File: config.mk
export PLATFORM = sky130hd
export DESIGN_NAME = trap_ctrl_flat
export DESIGN_NICKNAME = d
export VERILOG_FILES = /design/src/rtl/trap_ctrl_if.sv /design/src/rtl/trap_ctrl.sv /design/src/flat_wrapper.sv
export SDC_FILE = /design/constraint.sdc
export NUM_CORES = 1
export LEC_CHECK = 0
export CORE_MARGIN = 2
export CORE_UTILIZATION = 43
export DETAILED_ROUTE_END_ITERATION = 7
export PLACE_DENSITY = 0.89
export SETUP_SLACK_MARGIN = 0.2
export SLEW_MARGIN = 20
export SYNTH_ARGS = -nofsm -noshare
export SYNTH_HDL_FRONTEND = slang
export SYNTH_SLANG_ARGS = --single-unit
File: constraint.sdc
create_clock -name clk -period 2.8 [get_ports clk]
set_input_delay 0.56 -clock clk [delete_from_list [all_inputs] [get_ports clk]]
set_output_delay 0.56 -clock clk [all_outputs]
set_load 0.005 [all_outputs]
File: src/rtl/trap_ctrl_if.sv
// Core-side bundle for the trap controller: retire info, CSR access and redirect/halt.
// TRAP_CTRL_COUNT_EN adds the trap_count observation signal.
interface trap_ctrl_if;
   logic [31:0] pc;
   logic [31:0] instruction;
   logic        inst_valid;
   logic        illegal;
   logic        csr_we;
   logic [11:0] csr_addr;
   logic [31:0] csr_wdata;
   logic [31:0] csr_rdata;
   logic        stall;
   logic        redirect_valid;
   logic [31:0] redirect_pc;
   logic        halt;
   logic [31:0] mepc;
   logic [31:0] mcause;
`ifdef TRAP_CTRL_COUNT_EN
   logic [31:0] trap_count;

   modport master (
      output pc, instruction, inst_valid, illegal, csr_we, csr_addr, csr_wdata,
      input  csr_rdata, stall, redirect_valid, redirect_pc, halt, mepc, mcause, trap_count
   );

   modport slave (
      input  pc, instruction, inst_valid, illegal, csr_we, csr_addr, csr_wdata,
      output csr_rdata, stall, redirect_valid, redirect_pc, halt, mepc, mcause, trap_count
   );
`else
   modport master (
      output pc, instruction, inst_valid, illegal, csr_we, csr_addr, csr_wdata,
      input  csr_rdata, stall, redirect_valid, redirect_pc, halt, mepc, mcause
   );

   modport slave (
      input  pc, instruction, inst_valid, illegal, csr_we, csr_addr, csr_wdata,
      output csr_rdata, stall, redirect_valid, redirect_pc, halt, mepc, mcause
   );
`endif
endinterface

File: src/rtl/trap_ctrl.sv
// Machine-mode trap controller: owns mstatus/mtvec/mepc/mcause, sequences trap entry,
// mret return and ebreak halt. Define TRAP_CTRL_COUNT_EN for the saturating trap counter.
//
// state | meaning
// IDLE  | classify retiring instruction, accept CSR writes
// SAVE  | commit latched pc/cause into mepc/mcause, stack MIE
// JUMP  | redirect pulse to mtvec
// RET   | redirect pulse to mepc, unstack MIE
// HALT  | ebreak taken, frozen until reset
module trap_ctrl #(
   parameter logic [31:0] MTVEC_RESET       = 32'h8000_0000,
   parameter logic        MSTATUS_MIE_RESET = 1'b0
) (
   input logic        clk,
   input logic        rst,
   trap_ctrl_if.slave bus
);

   localparam logic [11:0] ADDR_MSTATUS = 12'h300;
   localparam logic [11:0] ADDR_MTVEC   = 12'h305;
   localparam logic [11:0] ADDR_MEPC    = 12'h341;
   localparam logic [11:0] ADDR_MCAUSE  = 12'h342;
   localparam logic [11:0] ADDR_MHPM3   = 12'hB03;

   localparam logic [31:0] INST_EBREAK = 32'h0010_0073;
   localparam logic [31:0] INST_ECALL  = 32'h0000_0073;
   localparam logic [31:0] INST_MRET   = 32'h3020_0073;

   localparam logic [31:0] CAUSE_ILLEGAL = 32'd2;
   localparam logic [31:0] CAUSE_BREAK   = 32'd3;
   localparam logic [31:0] CAUSE_ECALL   = 32'd11;

   typedef enum logic [2:0] {
      ST_IDLE,
      ST_SAVE,
      ST_JUMP,
      ST_RET,
      ST_HALT
   } state_t;

   state_t      state_q, state_d;
   logic [31:0] mepc_q, mepc_d;
   logic [31:0] mcause_q, mcause_d;
   logic [31:0] mtvec_q, mtvec_d;
   logic        mie_q, mie_d;
   logic        mpie_q, mpie_d;
   logic        redirect_valid_q, redirect_valid_d;
   logic [31:0] redirect_pc_q, redirect_pc_d;
   logic        halt_q, halt_d;
   logic [31:0] lat_pc_q, lat_pc_d;
   logic [31:0] lat_cause_q, lat_cause_d;

   logic        cls_trap;
   logic        cls_ebreak;
   logic        cls_mret;
   logic [31:0] trap_cause;

   always_comb begin
      cls_trap   = 1'b0;
      cls_ebreak = 1'b0;
      cls_mret   = 1'b0;
      trap_cause = '0;
      if (state_q == ST_IDLE && bus.inst_valid) begin
         if (bus.illegal) begin
            cls_trap   = 1'b1;
            trap_cause = CAUSE_ILLEGAL;
         end else if (bus.instruction == INST_EBREAK) begin
            cls_ebreak = 1'b1;
         end else if (bus.instruction == INST_ECALL) begin
            cls_trap   = 1'b1;
            trap_cause = CAUSE_ECALL;
         end else if (bus.instruction == INST_MRET) begin
            cls_mret = 1'b1;
         end
      end
   end

   // JUMP and RET are the redirect cycles, so the core is released there.
   assign bus.stall = (state_q == ST_SAVE) || (state_q == ST_HALT) ||
                      cls_trap || cls_ebreak || cls_mret;

   always_comb begin
      state_d          = state_q;
      mepc_d           = mepc_q;
      mcause_d         = mcause_q;
      mtvec_d          = mtvec_q;
      mie_d            = mie_q;
      mpie_d           = mpie_q;
      redirect_valid_d = 1'b0;
      redirect_pc_d    = redirect_pc_q;
      halt_d           = halt_q;
      lat_pc_d         = lat_pc_q;
      lat_cause_d      = lat_cause_q;
      case (state_q)
         ST_IDLE: begin
            if (cls_trap) begin
               state_d     = ST_SAVE;
               lat_pc_d    = bus.pc;
               lat_cause_d = trap_cause;
            end else if (cls_ebreak) begin
               state_d  = ST_HALT;
               mepc_d   = bus.pc;
               mcause_d = CAUSE_BREAK;
               halt_d   = 1'b1;
            end else begin
               if (cls_mret) begin
                  state_d          = ST_RET;
                  redirect_valid_d = 1'b1;
                  redirect_pc_d    = {mepc_q[31:2], 2'b00};
               end
               // mret has already consumed the old mepc, so a racing mepc write is dropped.
               if (bus.csr_we && !(cls_mret && bus.csr_addr == ADDR_MEPC)) begin
                  case (bus.csr_addr)
                     ADDR_MSTATUS: begin
                        mie_d  = bus.csr_wdata[3];
                        mpie_d = bus.csr_wdata[7];
                     end
                     ADDR_MTVEC:  mtvec_d  = {bus.csr_wdata[31:2], 2'b00};
                     ADDR_MEPC:   mepc_d   = bus.csr_wdata;
                     ADDR_MCAUSE: mcause_d = bus.csr_wdata;
                     default: ;
                  endcase
               end
            end
         end
         ST_SAVE: begin
            state_d          = ST_JUMP;
            mepc_d           = lat_pc_q;
            mcause_d         = lat_cause_q;
            mpie_d           = mie_q;
            mie_d            = 1'b0;
            redirect_valid_d = 1'b1;
            redirect_pc_d    = {mtvec_q[31:2], 2'b00};
         end
         ST_JUMP: begin
            state_d = ST_IDLE;
         end
         ST_RET: begin
            state_d = ST_IDLE;
            mie_d   = mpie_q;
            mpie_d  = 1'b1;
         end
         ST_HALT: begin
            state_d = ST_HALT;
            halt_d  = 1'b1;
         end
         default: begin
            state_d = ST_IDLE;
         end
      endcase
   end

`ifdef TRAP_CTRL_COUNT_EN
   logic [31:0] trap_count_q, trap_count_d;

   always_comb begin
      trap_count_d = trap_count_q;
      if ((cls_trap || cls_ebreak) && trap_count_q != 32'hFFFF_FFFF) begin
         trap_count_d = trap_count_q + 32'd1;
      end
   end

   always_ff @(posedge clk or negedge rst) begin
      if (!rst) begin
         trap_count_q <= '0;
      end else begin
         trap_count_q <= trap_count_d;
      end
   end

   assign bus.trap_count = trap_count_q;
`endif

   always_comb begin
      bus.csr_rdata = '0;
      case (bus.csr_addr)
         ADDR_MSTATUS: bus.csr_rdata = {24'b0, mpie_q, 3'b0, mie_q, 3'b0};
         ADDR_MTVEC:   bus.csr_rdata = mtvec_q;
         ADDR_MEPC:    bus.csr_rdata = mepc_q;
         ADDR_MCAUSE:  bus.csr_rdata = mcause_q;
`ifdef TRAP_CTRL_COUNT_EN
         ADDR_MHPM3:   bus.csr_rdata = trap_count_q;
`else
         ADDR_MHPM3:   bus.csr_rdata = '0;
`endif
         default:      bus.csr_rdata = '0;
      endcase
   end

   always_ff @(posedge clk or negedge rst) begin
      if (!rst) begin
         state_q          <= ST_IDLE;
         mepc_q           <= '0;
         mcause_q         <= '0;
         mtvec_q          <= MTVEC_RESET;
         mie_q            <= MSTATUS_MIE_RESET;
         mpie_q           <= 1'b0;
         redirect_valid_q <= 1'b0;
         redirect_pc_q    <= '0;
         halt_q           <= 1'b0;
         lat_pc_q         <= '0;
         lat_cause_q      <= '0;
      end else begin
         state_q          <= state_d;
         mepc_q           <= mepc_d;
         mcause_q         <= mcause_d;
         mtvec_q          <= mtvec_d;
         mie_q            <= mie_d;
         mpie_q           <= mpie_d;
         redirect_valid_q <= redirect_valid_d;
         redirect_pc_q    <= redirect_pc_d;
         halt_q           <= halt_d;
         lat_pc_q         <= lat_pc_d;
         lat_cause_q      <= lat_cause_d;
      end
   end

   assign bus.redirect_valid = redirect_valid_q;
   assign bus.redirect_pc    = redirect_pc_q;
   assign bus.halt           = halt_q;
   assign bus.mepc           = mepc_q;
   assign bus.mcause         = mcause_q;

endmodule

File: src/flat_wrapper.sv
// flat-port wrapper written by rule: the top's interface ports become plain ports
module trap_ctrl_flat 
#(
   parameter logic [31:0] MTVEC_RESET       = 32'h8000_0000,
   parameter logic        MSTATUS_MIE_RESET = 1'b0
)
  (clk, rst, bus_pc, bus_instruction, bus_inst_valid, bus_illegal, bus_csr_we, bus_csr_addr, bus_csr_wdata, bus_csr_rdata, bus_stall, bus_redirect_valid, bus_redirect_pc, bus_halt, bus_mepc, bus_mcause);
  trap_ctrl_if bus_i ();
  input logic clk;
  input logic rst;
  input wire logic [$bits(bus_i.pc)-1:0] bus_pc;
  input wire logic [$bits(bus_i.instruction)-1:0] bus_instruction;
  input wire logic [$bits(bus_i.inst_valid)-1:0] bus_inst_valid;
  input wire logic [$bits(bus_i.illegal)-1:0] bus_illegal;
  input wire logic [$bits(bus_i.csr_we)-1:0] bus_csr_we;
  input wire logic [$bits(bus_i.csr_addr)-1:0] bus_csr_addr;
  input wire logic [$bits(bus_i.csr_wdata)-1:0] bus_csr_wdata;
  output wire logic [$bits(bus_i.csr_rdata)-1:0] bus_csr_rdata;
  output wire logic [$bits(bus_i.stall)-1:0] bus_stall;
  output wire logic [$bits(bus_i.redirect_valid)-1:0] bus_redirect_valid;
  output wire logic [$bits(bus_i.redirect_pc)-1:0] bus_redirect_pc;
  output wire logic [$bits(bus_i.halt)-1:0] bus_halt;
  output wire logic [$bits(bus_i.mepc)-1:0] bus_mepc;
  output wire logic [$bits(bus_i.mcause)-1:0] bus_mcause;
  assign bus_i.pc = bus_pc;
  assign bus_i.instruction = bus_instruction;
  assign bus_i.inst_valid = bus_inst_valid;
  assign bus_i.illegal = bus_illegal;
  assign bus_i.csr_we = bus_csr_we;
  assign bus_i.csr_addr = bus_csr_addr;
  assign bus_i.csr_wdata = bus_csr_wdata;
  assign bus_csr_rdata = bus_i.csr_rdata;
  assign bus_stall = bus_i.stall;
  assign bus_redirect_valid = bus_i.redirect_valid;
  assign bus_redirect_pc = bus_i.redirect_pc;
  assign bus_halt = bus_i.halt;
  assign bus_mepc = bus_i.mepc;
  assign bus_mcause = bus_i.mcause;
  trap_ctrl #(.MTVEC_RESET(MTVEC_RESET), .MSTATUS_MIE_RESET(MSTATUS_MIE_RESET)) u_core (.clk(clk), .rst(rst), .bus(bus_i));
endmodule
==> impl_metrics.toml, run 1 <==
[floorplan]
die_w_um = 139
die_y_um = 139
dieArea_sq_mm = 0.0194
core_sq_mm = 0.0180
floorplan.rows = 49
ios = 244
start_util_pct = 43.9

[place]
port_buffers = 241
placed_cell_area_sq_mm = 0.0110
gp_congestion = 0.821
dp_hpwl_um = 16800
dp_slack_ns = -0.769

[synth]
synth_compound_area_share_pct = 13.8
ys_types = 48
synth.mux.area_fraction_pct = 17.5
synth_top_area_cell = "dfrtp_1"
yosys.area_share.adder_pct = 0
async_flop_share_pct = 100
synth-xor-area-share_pct = 0
synth-seq-area-share_pct = 52.4
ys_warn_count = 0
synthFlopType = "dfrtp_1"
synth_top_family_by_area = "multiplexers"
synth_area_sq_mm = 0.00788
synthTopCellsByArea = "dfrtp_1 52%, mux2_2 9.6%, mux2i_1 7.7%, nand2_1 7.1%, o21ai_0 3.9%"
synth-simple-area-share_pct = 11.7
ys_seq_elements = 165
synth_edf_count = 0
synth_top_area_share_pct = 52.1
avgSynthCellArea_sq_um = 10.4
syn-instance-count = 758

[timing]
fin_crit_sh_pct = 105
fin_crit_ns = 2.93
skew_ns = 0.0201
setup_ws_ns = -0.133
relSlewSlack_pct = 63.5
worst_pin_slew_ns = 0.548
rsz0062_at_grt = "yes"
setup_viol = 37
setup_tns_ns = -1.21
drv_slew = 0
hold_viol_final = 0
fmax_ghz = 0.341

[clock_network]
hold_buffers = 0
clk_pin_slew_worst_paths_ns = 0.07
tritoncts_num_sinks = 165
worstSkewPairLatency_ns = 0.43
numCtsBuffers = 17
tritoncts = "yes"
root_buffer = "clkbuf_16"
cts_max_level = 4
clockBufferDepth = 2

[run_status]
status = "finished with violations"
violations = "negative setup slack"

[cells_and_area]
fin_area_sq_mm = 0.0131
final_nets = 1199
nFillCells = 1161
utilization_pct = 72.7
final_layout_size_suffix_gt1_share_pct = 31.8
area_delta_synth_final_pct = 65.6

[critical_path]
crit_type = "reg -> out"
cp_cell_sequence = "or4b_4 -> or4_4 -> nor3_4 -> or2_4 -> or3_4 -> buf_6"
crit_arrival_ns = 2.37
cp.required_ns = 2.24
cp_slowest_cell = "or4b_4"
critical_path.top_delay_family = "simple AND/OR/NAND/NOR gates"
cp-end-kind = "output pin"
slowest_delay_ns = 0.53
cp-start-kind = "flip-flop"
cp_max_fo = 2
worst-path-buf-inv = 1

[power]
powerDensity_mw_per_mm2 = 547
power_leakage_nw = 6.43
peakVddDrop_mv = 0.439

[route]
wl_per_cell_um = 22.7
initialDrtViolationCount = 568
routed-via-count = 7583
wl_um = 30100
via_per_inst = 5.71
firstDrtPassIters = 5
drc = 0
final_antenna_net_count = 0

[min_path]
hold_class = "in -> async"

[global_route]
antenna_found_initial = 1
grt_max_degree = 56
grt_pass1_wl_um = 42200
use_met1_pct = 34.5
grt.busiest_layer = "met2"
overflow = 0
grtUsageTotal_pct = 27.7
gr-usage-met2_pct = 46.9
grt_pass1_vias = 7557
met3_usage_pct = 7.02

[flow_run]
max_cap_violations = 0
layout make-up:
cell class | count | area [sq um] | area share, %
antenna | 1 | 2.50 | 0.0192
clock buffer | 20 | 457 | 3.50
clock inverter | 12 | 141 | 1.08
inverter | 36 | 135 | 1.04
multi-input combinational | 505 | 3940 | 30.2
sequential | 165 | 4130 | 31.6
tap | 229 | 287 | 2.19
timing repair buffer | 361 | 3960 | 30.4
through the flow:
stage | instances | hold slack [ns] | total power, W
after global placement | 1227 | 0.456 | 0.00452
after global routing | 1329 | 0.104 | 0.00743
after detailed placement | 1227 | 0.455 | 0.00459
final | 1329 | 0.0753 | 0.00713
after CTS | 1302 | 0.0936 | 0.00707
after floorplan | 759 | 0.264 | 0.00357
layer usage:
metal / up-vias / share of wire (%)
li1: 3336 / -
met2: 406 / 51
met3: 75 / 7.7
met1: 3766 / 38
met5: - / 0
met4: 0 / 3.4
cell usage in the layout, fill, tap and decap left out, types with 4 or more instances in the layout:
master	instances
a21oi_1	34
nor4_4	5
buf_8	4
inv_1	36
a22oi_1	25
buf_4	48
nand2_1	113
buf_16	9
clkbuf_2	6
a222oi_1	4
a22o_1	31
clkbuf_16	19
clkdlybuf4s50_1	162
o21ai_0	31
buf_12	30
buf_6	36
mux2_2	53
dfrtp_1	164
dlygate4sd2_1	4
nor2_1	7
or2_2	4
mux2_4	15
mux2i_1	58
buf_2	29
nand2_2	22
dlymetal6s2s_1	30
o21ai_1	31
or2_4	4
nand2_4	14
cell families after synthesis:
logic type	after synthesis
AOI/OAI and AO/OA	169
buffers and inverters	89
DFF	165
muxes	129
other	1
and+or+nand+nor	205
power by group:
group	leakage [nW]	internal [W]	total (W)	switching [W]
logic	4.03	0.000962	0.00157	0.000612
registers	2.10	0.00276	0.00316	0.000401
clock network	0.293	0.00138	0.00240	0.00102
sequential cells by signal, summed over array words and instances (netlist names):
name and cells:
u_core.bus.redirect_pc 30, u_core.bus.mepc 32, u_core.lat_cause_q 2, u_core.bus.redirect_valid 1
u_core.mpie_q 1, u_core.lat_pc_q 32, u_core.mtvec_q 30, u_core.state_q 3
u_core.bus.mcause 32, u_core.bus.halt 1, u_core.mie_q 1
final timing paths:
path / startpoint / endpoint / slack [ns] / cells past startpoint
min: rst / u_core.bus.redirect_pc[24]$_DFFE_PN0P_ / 0.08 / 1
min in group clk: u_core.lat_cause_q[1]$_DFFE_PN0N_ / u_core.lat_cause_q[1]$_DFFE_PN0N_ / 0.48 / 1
min reg2reg: u_core.lat_cause_q[1]$_DFFE_PN0N_ / u_core.lat_cause_q[1]$_DFFE_PN0N_ / 0.48 / 1
max reg2reg: u_core.state_q[2]$_DFFE_PN0P_ / u_core.bus.mepc[28]$_DFFE_PN0P_ / -0.04 / 11
max in group asynchronous: rst / u_core.bus.mepc[0]$_DFFE_PN0P_ / 1.95 / 2
max: u_core.state_q[2]$_DFFE_PN0P_ / bus_stall / -0.13 / 6
cells in the mapped netlist (all sizes together) (2+ instances only):
| master | n |
|---|---|
| dfrtp | 164 |
| nand2 | 149 |
| mux2 | 68 |
| o21ai | 62 |
| mux2i | 61 |
| clkbuf | 42 |
| inv | 36 |
| a21oi | 34 |
| a22o | 31 |
| a22oi | 27 |
| buf | 11 |
| nor2 | 9 |
| nor3 | 8 |
| or2 | 8 |
| nor4 | 7 |
| a222oi | 4 |
| and4 | 3 |
| a41oi | 2 |
| nand2b | 2 |
| nand3 | 2 |
| nand4 | 2 |
| nor4b | 2 |
| nor4bb | 2 |
| o22ai | 2 |
| or4 | 2 |
repair_timing:
item / in CTS / in global routing
cloned: 10 / 2
pin swaps: 38 / 28
setup buffers: 33 / 24
setup endpoints to repair: 180 / 178
gates resized for setup: 290 / 141
No activity file was read; power rests on OpenSTA's default activity.
==> inputs of run 2 (changes only) <==
--- a/config.mk
+++ b/config.mk
@@ -6,9 +6,11 @@
 export NUM_CORES = 1
 export LEC_CHECK = 0
 export CORE_MARGIN = 2
-export CORE_UTILIZATION = 43
+export CORE_UTILIZATION = 44
+export CTS_BUF_LIST = sky130_fd_sc_hd__clkbuf_8
+export CTS_CLUSTER_SIZE = 14
 export DETAILED_ROUTE_END_ITERATION = 7
-export PLACE_DENSITY = 0.89
+export PLACE_DENSITY = 0.9
 export SETUP_SLACK_MARGIN = 0.2
 export SLEW_MARGIN = 20
 export SYNTH_ARGS = -nofsm -noshare
==> impl_metrics.toml, run 2 (synthesis results as in run 1) <==
[cells_and_area]
nFillCells = 1087
final_layout_size_suffix_gt1_share_pct = 35.0
utilization_pct = 73.7
final_nets = 1187
area_delta_synth_final_pct = 62.8
antennaDiodeCount = 0
final_common_cell = "clkdlybuf4s50_1"
final_cell_mix = "194 x clkdlybuf4s50_1, 164 x dfrtp_1, 87 x nand2_1"

[timing]
hold_ws_ns = 0.0619
setup_tns_ns = -0.516
fin_crit_sh_pct = 105
fin_crit_ns = 2.93
skew_ns = 0.0191
drv_slew = 0
setup_viol = 22
setup_ws_ns = -0.131
fmax_ghz = 0.341
relSlewSlack_pct = 56.2
worst_pin_slew_ns = 0.653
rsz0062_at_grt = "yes"
hold_viol_final = 0

[run_status]
status = "finished with violations"
violations = "negative setup slack"

[power]
power_leakage_nw = 6.04
power_switching_w = 0.00204
power_frac_comb_pct = 25.9
finalPower_w = 0.00650
clkPwrFrac_pct = 24.5
p_int_w = 0.00446
seqPwrFrac_pct = 49.5
peakVddDrop_mv = 0.335
switching_share_pct = 31.4
powerDensity_mw_per_mm2 = 507

[critical_path]
r2r_cells = 11
worst-path-buf-inv = 1
cp_cell_sequence = "or4b_4 -> or4_4 -> nor3_4 -> or2_4 -> or3_1 -> buf_2"
crit_type = "reg -> out"
reg2reg_from = "u_core.state_q[1]$_DFFE_PN0P_"
crit_arrival_ns = 2.37
cp-end-kind = "output pin"
rrSetupSlack_ns = -0.05
cp-start-kind = "flip-flop"
crit_cells = 6
cp_slowest_cell = "or4b_4"
cp_max_fo = 2
slowest_delay_ns = 0.55
cp.required_ns = 2.24
r2r_end = "u_core.bus.mepc[11]$_DFFE_PN0P_"
critical_path.top_delay_family = "simple AND/OR/NAND/NOR gates"

[route]
initialDrtViolationCount = 535
drc = 0
final_antenna_net_count = 0
wl_um = 29400
via_per_inst = 5.80
firstDrtPassIters = 5
routed-via-count = 7616
wl_per_cell_um = 22.4

[clock_network]
worstSkewPairLatency_ns = 0.45
numCtsBuffers = 17
tritoncts = "yes"
clockBufferDepth = 2
root_buffer = "clkbuf_8"
hold_buffers = 0
tritoncts_num_sinks = 165
clk_pin_slew_worst_paths_ns = 0.09
cts_max_level = 4

[floorplan]
floorplan.rows = 48
ios = 244
core_sq_mm = 0.0174
die_y_um = 138
start_util_pct = 45.3
dieArea_sq_mm = 0.0190
die_w_um = 138

[flow_run]
max_cap_violations = 0

[global_route]
antenna_found_initial = 0
overflow = 0
grt_pass1_wl_um = 40000
grtUsageTotal_pct = 27.9
grt_pass1_vias = 7252
grt_max_degree = 66

[place]
gp_congestion = 0.809
dp_slack_ns = -0.767
port_buffers = 241
dp_hpwl_um = 16300

[min_path]
hold_class = "in -> async"
==> run 2: cell types whose count changed in the layout (fill, tap and decap cells not counted), sizes merged, moves of 4 or more <==
| cell | previous run | this run |
|---|---|---|
| buf | 156 | 140 |
| dlymetal6s2s | 30 | 0 |
| clkbuf | 28 | 32 |
| clkdlybuf4s50 | 162 | 194 |
==> run 2: worst max path at each step <==
stage	slack, ns	endpoint	from
2_1_floorplan	-0.06	u_core.bus.mepc[7]$_DFFE_PN0P_	bus_inst_valid
3_3_place_gp	-0.69	bus_stall	bus_inst_valid
3_5_place_dp	-0.77	bus_stall	bus_inst_valid
4_1_cts	-0.14	bus_stall	u_core.state_q[1]$_DFFE_PN0P_
5_1_grt	-0.18	bus_stall	u_core.state_q[1]$_DFFE_PN0P_
6_report	-0.13	bus_stall	u_core.state_q[1]$_DFFE_PN0P_
==> run 2: power by group through the flow <==
stage	Combinational, W	Sequential (W)	Clock [W]
floorplan	0.000495	0.00308	0
CTS	0.00150	0.00313	0.00161
detailed placement	0.00145	0.00316	0
finish	0.00169	0.00322	0.00160
global placement	0.00140	0.00313	0
global route	0.00180	0.00326	0.00172
==> run 2: routing by layer <==
metal	GRT usage, %	routed length (um)	vias to the layer above
met5	0	0	-
met4	8.11	1040	0
met3	5.52	2360	73
met2	48.5	14700	403
met1	35.3	11300	3816
li1	-	-	3324
==> run 2: area by class of cell <==
cell class / count / area [sq um] / area share (%)
Sequential cell: 165 / 4130 / 32.2
Clock inverter: 13 / 97.6 / 0.760
Timing Repair Buffer: 349 / 3860 / 30.0
Inverter: 36 / 135 / 1.05
Multi-Input combinational cell: 505 / 4070 / 31.7
Tap cell: 225 / 282 / 2.19
Clock buffer: 19 / 262 / 2.04
==> run 2: worst reg2reg max path, delay by kind of cell (launching register included) <==
kind	cells	cell delay [ns]
simple gates	4	1.27
buf+inv	5	0.60
flops	1	0.41
compound gates	1	0.28
mux	1	0.22
==> run 2: repair_timing <==
| action | CTS | global route |
|---|---|---|
| resized for setup | 260 | 202 |
| pin swaps | 44 | 57 |
| cloned | 8 | 9 |
| endpoints found under the setup margin | 136 | 143 |
| setup buffers | 39 | 10 |
==> run 2: through the flow <==
step	instances	cell area, sq um
6_report	1312	12800
3_3_place_gp	1214	10900
4_1_cts	1293	12000
3_5_place_dp	1214	10900
2_1_floorplan	759	7910
5_1_grt	1312	12800
